### src/rtl/rvc_pkg.sv
// rvc_pkg: RV32 opcodes, RVC quadrants, C.NOP and packer state shared by the compressor and packer.
package rvc_pkg;

    localparam logic [6:0] OP_LOAD   = 7'b0000011;
    localparam logic [6:0] OP_STORE  = 7'b0100011;
    localparam logic [6:0] OP_BRANCH = 7'b1100011;
    localparam logic [6:0] OP_JALR   = 7'b1100111;
    localparam logic [6:0] OP_JAL    = 7'b1101111;
    localparam logic [6:0] OP_IMM    = 7'b0010011;
    localparam logic [6:0] OP_OP     = 7'b0110011;
    localparam logic [6:0] OP_LUI    = 7'b0110111;

    localparam logic [1:0] Q0 = 2'b00;
    localparam logic [1:0] Q1 = 2'b01;
    localparam logic [1:0] Q2 = 2'b10;

    localparam logic [15:0] C_NOP = 16'h0001;

    typedef enum logic {EMPTY, HALF} pack_state_e;

    // x8..x15 are the only registers reachable by the 3-bit rd'/rs' fields
    function automatic logic is_creg(input logic [4:0] r);
        return r[4:3] == 2'b01;
    endfunction

    function automatic logic fits(input logic signed [31:0] v, input int lo, input int hi);
        return v >= lo && v <= hi;
    endfunction

endpackage

### src/rtl/rvc_compressor.sv
// rvc_compressor: combinational RV32I -> RVC mapping; first matching rule wins.
// Control-flow forms (C.J/C.JAL/C.JR/C.JALR/C.BEQZ/C.BNEZ) only when RVC_CF_EN is defined.
module rvc_compressor
    import rvc_pkg::*;
(
    input  logic [31:0] in_instr,
    output logic [15:0] c_instr,
    output logic        is_c
);

    logic [6:0] op;
    logic [6:0] f7;
    logic [4:0] rd;
    logic [4:0] rs1;
    logic [4:0] rs2;
    logic [2:0] f3;
    logic signed [31:0] imm_i;
    logic signed [31:0] imm_s;
`ifdef RVC_CF_EN
    logic signed [31:0] imm_b;
    logic signed [31:0] imm_j;
`endif

    assign op    = in_instr[6:0];
    assign rd    = in_instr[11:7];
    assign f3    = in_instr[14:12];
    assign rs1   = in_instr[19:15];
    assign rs2   = in_instr[24:20];
    assign f7    = in_instr[31:25];
    assign imm_i = {{20{in_instr[31]}}, in_instr[31:20]};
    assign imm_s = {{20{in_instr[31]}}, in_instr[31:25], in_instr[11:7]};
`ifdef RVC_CF_EN
    assign imm_b = {{19{in_instr[31]}}, in_instr[31], in_instr[7], in_instr[30:25], in_instr[11:8], 1'b0};
    assign imm_j = {{11{in_instr[31]}}, in_instr[31], in_instr[19:12], in_instr[20], in_instr[30:21], 1'b0};
`endif

    // 16'h0000 is the architecturally illegal RVC word, so zero doubles as "no compressed form"
    assign is_c = |c_instr;

    always_comb begin
        c_instr = '0;
        if (in_instr[1:0] == 2'b11) begin
            case (op)
                OP_IMM: begin
                    if (f3 == 3'b000) begin
                        if (rd == 5'd0 && rs1 == 5'd0 && imm_i == 0)
                            c_instr = C_NOP;
                        else if (rs1 == 5'd0 && rd != 5'd0 && fits(imm_i, -32, 31))
                            c_instr = {3'b010, imm_i[5], rd, imm_i[4:0], Q1};
                        else if (rd == rs1 && rd != 5'd0 && imm_i != 0 && fits(imm_i, -32, 31))
                            c_instr = {3'b000, imm_i[5], rd, imm_i[4:0], Q1};
                        else if (rd == 5'd2 && rs1 == 5'd2 && imm_i[3:0] == 4'd0 && imm_i != 0 && fits(imm_i, -512, 496))
                            c_instr = {3'b011, imm_i[9], rd, imm_i[4], imm_i[6], imm_i[8:7], imm_i[5], Q1};
                        else if (rs1 == 5'd2 && is_creg(rd) && imm_i[1:0] == 2'b00 && fits(imm_i, 4, 1020))
                            c_instr = {3'b000, imm_i[5:4], imm_i[9:6], imm_i[2], imm_i[3], rd[2:0], Q0};
                        else if (rd != 5'd0 && rs1 != 5'd0 && imm_i == 0)
                            c_instr = {4'b1000, rd, rs1, Q2};
                    end else if (f3 == 3'b001) begin
                        if (f7 == 7'b0000000 && rd == rs1 && rd != 5'd0 && rs2 != 5'd0)
                            c_instr = {3'b000, 1'b0, rd, rs2, Q2};
                    end else if (f3 == 3'b101) begin
                        if ((f7 == 7'b0000000 || f7 == 7'b0100000) && rd == rs1 && is_creg(rd) && rs2 != 5'd0)
                            c_instr = {3'b100, 1'b0, 1'b0, f7[5], rd[2:0], rs2, Q1};
                    end else if (f3 == 3'b111) begin
                        if (rd == rs1 && is_creg(rd) && fits(imm_i, -32, 31))
                            c_instr = {3'b100, imm_i[5], 2'b10, rd[2:0], imm_i[4:0], Q1};
                    end
                end
                OP_LUI: begin
                    if (rd != 5'd0 && rd != 5'd2 && in_instr[31:17] == {15{in_instr[17]}} && in_instr[31:12] != 20'd0)
                        c_instr = {3'b011, in_instr[17], rd, in_instr[16:12], Q1};
                end
                OP_OP: begin
                    if (f7 == 7'b0000000 && f3 == 3'b000) begin
                        if (rd != 5'd0 && rs2 != 5'd0 && rs1 == 5'd0)
                            c_instr = {4'b1000, rd, rs2, Q2};
                        else if (rd != 5'd0 && rs2 != 5'd0 && rd == rs1)
                            c_instr = {4'b1001, rd, rs2, Q2};
                    end else if (rd == rs1 && is_creg(rd) && is_creg(rs2)) begin
                        if (f7 == 7'b0100000 && f3 == 3'b000)
                            c_instr = {6'b100011, rd[2:0], 2'b00, rs2[2:0], Q1};
                        else if (f7 == 7'b0000000 && f3 == 3'b100)
                            c_instr = {6'b100011, rd[2:0], 2'b01, rs2[2:0], Q1};
                        else if (f7 == 7'b0000000 && f3 == 3'b110)
                            c_instr = {6'b100011, rd[2:0], 2'b10, rs2[2:0], Q1};
                        else if (f7 == 7'b0000000 && f3 == 3'b111)
                            c_instr = {6'b100011, rd[2:0], 2'b11, rs2[2:0], Q1};
                    end
                end
                OP_LOAD: begin
                    if (f3 == 3'b010 && imm_i[1:0] == 2'b00) begin
                        if (is_creg(rd) && is_creg(rs1) && fits(imm_i, 0, 124))
                            c_instr = {3'b010, imm_i[5:3], rs1[2:0], imm_i[2], imm_i[6], rd[2:0], Q0};
                        else if (rd != 5'd0 && rs1 == 5'd2 && fits(imm_i, 0, 252))
                            c_instr = {3'b010, imm_i[5], rd, imm_i[4:2], imm_i[7:6], Q2};
                    end
                end
                OP_STORE: begin
                    if (f3 == 3'b010 && imm_s[1:0] == 2'b00) begin
                        if (is_creg(rs1) && is_creg(rs2) && fits(imm_s, 0, 124))
                            c_instr = {3'b110, imm_s[5:3], rs1[2:0], imm_s[2], imm_s[6], rs2[2:0], Q0};
                        else if (rs1 == 5'd2 && fits(imm_s, 0, 252))
                            c_instr = {3'b110, imm_s[5:2], imm_s[7:6], rs2, Q2};
                    end
                end
`ifdef RVC_CF_EN
                OP_JAL: begin
                    if (rd[4:1] == 4'd0 && fits(imm_j, -2048, 2046))
                        c_instr = {rd[0] ? 3'b001 : 3'b101, imm_j[11], imm_j[4], imm_j[9:8], imm_j[10],
                                   imm_j[6], imm_j[7], imm_j[3:1], imm_j[5], Q1};
                end
                OP_JALR: begin
                    if (f3 == 3'b000 && imm_i == 0 && rs1 != 5'd0 && rd[4:1] == 4'd0)
                        c_instr = {3'b100, rd[0], rs1, 5'd0, Q2};
                end
                OP_BRANCH: begin
                    if (f3[2:1] == 2'b00 && rs2 == 5'd0 && is_creg(rs1) && fits(imm_b, -256, 254))
                        c_instr = {2'b11, f3[0], imm_b[8], imm_b[4:3], rs1[2:0], imm_b[7:6], imm_b[2:1], imm_b[5], Q1};
                end
`endif
                default: c_instr = '0;
            endcase
        end
    end

endmodule

### src/rtl/rvc_compress_packer.sv
// rvc_compress_packer: compresses an RV32I stream and packs halfwords into little-endian words.
// Output is always registered (OUT_REG fixed at 1); define RVC_CF_EN to compress control flow.
module rvc_compress_packer
    import rvc_pkg::*;
#(
    parameter logic [15:0] PAD_HW = C_NOP
) (
    input  logic        clk,
    input  logic        rst_n,
    input  logic        in_valid,
    output logic        in_ready,
    input  logic [31:0] in_instr,
    input  logic        flush_i,
    output logic        flush_ack,
    output logic        out_valid,
    input  logic        out_ready,
    output logic [31:0] out_word,
    output logic        last_c
);

    logic [15:0] c_instr;
    logic        is_c;
    logic        accept;
    logic        do_flush;
    logic        emit;
    logic [15:0] pend_q;
    logic [15:0] pend_d;
    logic [31:0] word_d;
    pack_state_e state_q;
    pack_state_e state_d;

    rvc_compressor u_comp (
        .in_instr(in_instr),
        .c_instr (c_instr),
        .is_c    (is_c)
    );

    assign in_ready = ~out_valid | out_ready;
    assign accept   = in_valid & in_ready;
    assign do_flush = ~in_valid & in_ready & flush_i;

    always_ff @(posedge clk) begin
        if (!rst_n) begin
            state_q   <= EMPTY;
            pend_q    <= '0;
            out_valid <= 1'b0;
            out_word  <= '0;
            flush_ack <= 1'b0;
            last_c    <= 1'b0;
        end else begin
            state_q   <= state_d;
            pend_q    <= pend_d;
            out_valid <= emit | (out_valid & ~out_ready);
            out_word  <= word_d;
            flush_ack <= do_flush;
            if (accept)
                last_c <= is_c;
        end
    end

    // A 32-bit instruction landing on a pending halfword straddles two output words
    always_comb begin
        state_d = state_q;
        pend_d  = pend_q;
        word_d  = out_word;
        emit    = 1'b0;
        if (accept && state_q == EMPTY) begin
            state_d = is_c ? HALF : EMPTY;
            pend_d  = is_c ? c_instr : pend_q;
            word_d  = is_c ? out_word : in_instr;
            emit    = ~is_c;
        end else if (accept) begin
            state_d = is_c ? EMPTY : HALF;
            pend_d  = is_c ? pend_q : in_instr[31:16];
            word_d  = is_c ? {c_instr, pend_q} : {in_instr[15:0], pend_q};
            emit    = 1'b1;
        end else if (do_flush && state_q == HALF) begin
            state_d = EMPTY;
            word_d  = {PAD_HW, pend_q};
            emit    = 1'b1;
        end
    end

endmodule

### config.mk
export PLATFORM = sky130hd
export DESIGN_NAME = rvc_compress_packer
export DESIGN_NICKNAME = d
export VERILOG_FILES = /design/src/rtl/rvc_pkg.sv /design/src/rtl/rvc_compressor.sv /design/src/rtl/rvc_compress_packer.sv
export SDC_FILE = /design/constraint.sdc
export NUM_CORES = 1
export LEC_CHECK = 0
export BUFFER_PORTS_ARGS = -buffer_cell sky130_fd_sc_hd__buf_2
export CORE_ASPECT_RATIO = 0.8
export CORE_MARGIN = 1.5
export CORE_UTILIZATION = 57
export CTS_CLUSTER_DIAMETER = 120
export DETAILED_ROUTE_END_ITERATION = 12
export PLACE_DENSITY = 0.83
export SETUP_SLACK_MARGIN = 0.5
export SYNTH_ARGS = -nofsm -noshare
export SYNTH_HDL_FRONTEND = slang
export SYNTH_HIERARCHICAL = 1
export SYNTH_SLANG_ARGS = --single-unit
### constraint.sdc
create_clock -name clk -period 5 [get_ports clk]
set_input_delay 1 -clock clk [delete_from_list [all_inputs] [get_ports clk]]
set_output_delay 1 -clock clk [all_outputs]
set_load 0.05 [all_outputs]
==> run metrics <==
Main synth FF type dfxtp_1; Unique masters post-synth 73; H-tree levels 2; first-pass GRT wire length 25000 um; P&R area growth vs syn 16.7%; Max Cap Viol 0; Reg2Reg Depth 5; Pwr Density 210 nW/um2; chip width 97.9 um; Hold Worst Slack 0.465 ns; Slew Viols, Final 0; FF+latch count, synth 52; endpoints failing setup 0; fin area 4790 um2; Hold Crit Class reg2reg; DP Area 4520 um2; Max transition margin 34.5%; sequential power share 44.5%; Final Power 1.01 mW; worst endpoint required time 5.24 ns; Post-synth EDFFs 0; Worst Tran Pin Value 0.976 ns; Avg WL per Cell 23.6 um; net switching power 391 uW; Root Buffer clkbuf_8; fraction of layout cells with a size suffix above 1 25.8%; Clock Sinks 52; io pins 73; # port buffers 72; Antenna Nets Post-Route 0; synthesized cell area 4110 um2; GR Overflow Total 0; post-layout min period 4.48 ns; CP Max Fanout 32; Placed Instances 696; Setup crit end kind flip-flop; Syn Area/Cell 7.37 um2; Post-Syn Nets 595; status complete, no violations; Non-Filler Instances 712; unrepaired setup endpoints after global routing no; largest net degree at the start of global routing 54; Peak Freq 223 MHz; # rows 27; Final #Nets 662; Initial DRC Count 990; initial core utilization 59.3%; ys async rst share 0%; top cell type's share of synthesized area 25.4%; period utilization 89.6%; CTS tree yes; leading area contributor after synthesis dfxtp_1; Hold Fails Final Rpt 0; die area 7720 um2; GRT Util Overall 42.0%; worst skew pair latency 0.32 ns; Pre-antenna DRT Iters 6; VDD IR max 0.198 mV; HPWL Detailed 11900 um; YS warnings 6; Worst Hold Depth 2; static leakage 1.80 nW; Synth Instances 557; critical path startpoint category input port; placer congestion estimate 1.22; main area contributors after synthesis dfxtp_1 25%, nand2_1 8.3%, a21oi_1 5.7%, a31oi_1 5.6%, o21ai_1 5.4%; sw frac 38.8%; core region area 6930 um2; clock power share 25.9%; Final TNS setup 0 ns; total CTS buffers 5; Final Skew 0.0112 ns; initial antenna violation count 0; DRT Wirelength 16800 um; via count 5156; Int Power 616 uW; die height 78.9 um; Critical Path AT 4.72 ns; n_diodes 0; # DRC 0; sequential element share of the synthesized area 25.4%; Reg clk slew, reported paths 0.11 ns; Comb power frac 29.6%; Critical Setup Path Class in2reg; clock buffer depth 2; number of global-route vias before repair 4606; vias per cell 7.24
-- final timing paths --
path | slack (ns) | start | endpoint
worst max-delay path | 0.52 | in_instr[28] | pend_q[8]
worst min register to register | 0.46 | out_word[16] | out_word[16]
worst min-delay path | 0.46 | out_word[16] | out_word[16]
worst max register to register | 3.05 | out_valid | pend_q[14]
-- layer usage --
| metal | global-route usage [%] | part of all wire (%) | vias to the layer above |
|---|---|---|---|
| met5 | 0 | 0 | - |
| met1 | 57.4 | 39 | 2303 |
| met2 | 57.7 | 39 | 518 |
| met4 | 19.6 | 4.8 | 0 |
| met3 | 16.3 | 17 | 107 |
| li1 | - | - | 2228 |
-- worst max-delay path: stages --
cell and delay, ns:
buf_2 0.20, nor4_4 0.57, nand4_1 0.31, buf_4 0.24
nor3_4 0.36, nor3_1 0.11, o21ai_2 0.16, a21oi_1 0.08
a211o_1 0.33, and4_1 0.19, nand4_1 0.19, buf_4 0.15
xor2_1 0.12, and3_1 0.21, buf_12 0.19, o21ai_1 0.08
a31oi_1 0.21
-- stage by stage --
step	utilization, %	setup WS [ns]
after floorplan	-	1.05
after global placement	65.3	0.0380
after detailed placement	65.3	0.184
after CTS	66.8	0.550
after global routing	69.2	0.462
final	69.2	0.520
-- power groups by stage --
stage               combinational, mW  clock (mW)  sequential, mW
floorplan                       0.115           0           0.530
global placement                0.282           0           0.456
detailed placement              0.285           0           0.456
CTS                             0.286       0.258           0.447
global route                    0.311       0.274           0.450
finish                          0.298       0.260           0.448
-- cell families (layout without fill, tap and decap cells) --
family | count (synthesis) | count (layout) | share of synthesized area, %
compound gates | 200 | 200 | 30.4
xor+xnor | 7 | 7 | 1.49
fa+ha+maj | 1 | 1 | 0.305
buf+inv | 52 | 120 | 7.47
flops | 52 | 52 | 25.4
mux | 16 | 16 | 3.90
simple gates | 229 | 229 | 31.1
-- cell type report --
class	instances	area [um2]
clock inverters	3	27.5
well taps	87	109
inverters	8	30.0
repair buffers	104	653
fillers	588	2140
flip-flops and latches	52	1040
multi-input cells	453	2860
clock buffers	5	68.8
-- cells in the final DEF, fill, tap and decap left out, types with 4 or more instances in the layout --
cell type,instances
o21ai_1,44
xor2_1,6
o21ai_0,20
nor3_1,25
a222oi_1,5
buf_12,4
nor3b_1,5
nor4_1,5
nand3_1,8
clkbuf_8,5
inv_1,7
nor2_1,17
nand4_1,11
nand2_1,90
or3_1,5
buf_2,71
o21ai_2,4
mux2i_1,16
dfxtp_1,52
a31oi_1,37
and4_1,5
buf_4,28
a21oi_1,45
nor2b_1,6
o211ai_1,5
-- registers in the layout, summed over array words and instances (netlist names) --
signal     count
flush_ack      1
last_c         1
out_valid      1
out_word      32
pend_q        16
state_q        1
-- Yosys cell counts (all sizes together) (3+ instances only) --
| master | n |
|---|---|
| a221oi | 5 |
| and2 | 3 |
| a22oi | 3 |
| or2 | 8 |
| o21a | 3 |
| nor4 | 8 |
| nand4b | 3 |
| xor2 | 6 |
| and3 | 3 |
| inv | 8 |
| a211o | 3 |
| nor2 | 20 |
| a21boi | 3 |
| buf | 31 |
| a222oi | 5 |
| clkbuf | 13 |
| nor3 | 29 |
| or3 | 8 |
| nand4 | 12 |
| nor2b | 7 |
| or4 | 3 |
| dfxtp | 52 |
| nand3 | 10 |
| mux2i | 16 |
| o211ai | 5 |
| o21ai | 68 |
| nor3b | 7 |
| o2111ai | 3 |
| a31oi | 37 |
| a21oi | 49 |
| a21o | 3 |
| nand2 | 91 |
| and4 | 6 |
-- repair_timing --
action	CTS	global route
endpoints found under the setup margin	2	48
gates resized for setup	1	20
hold buffers	0	0
pin swaps	0	8
buffers inserted	0	8
cloned	0	0
Power figures use the tool's default switching activity.
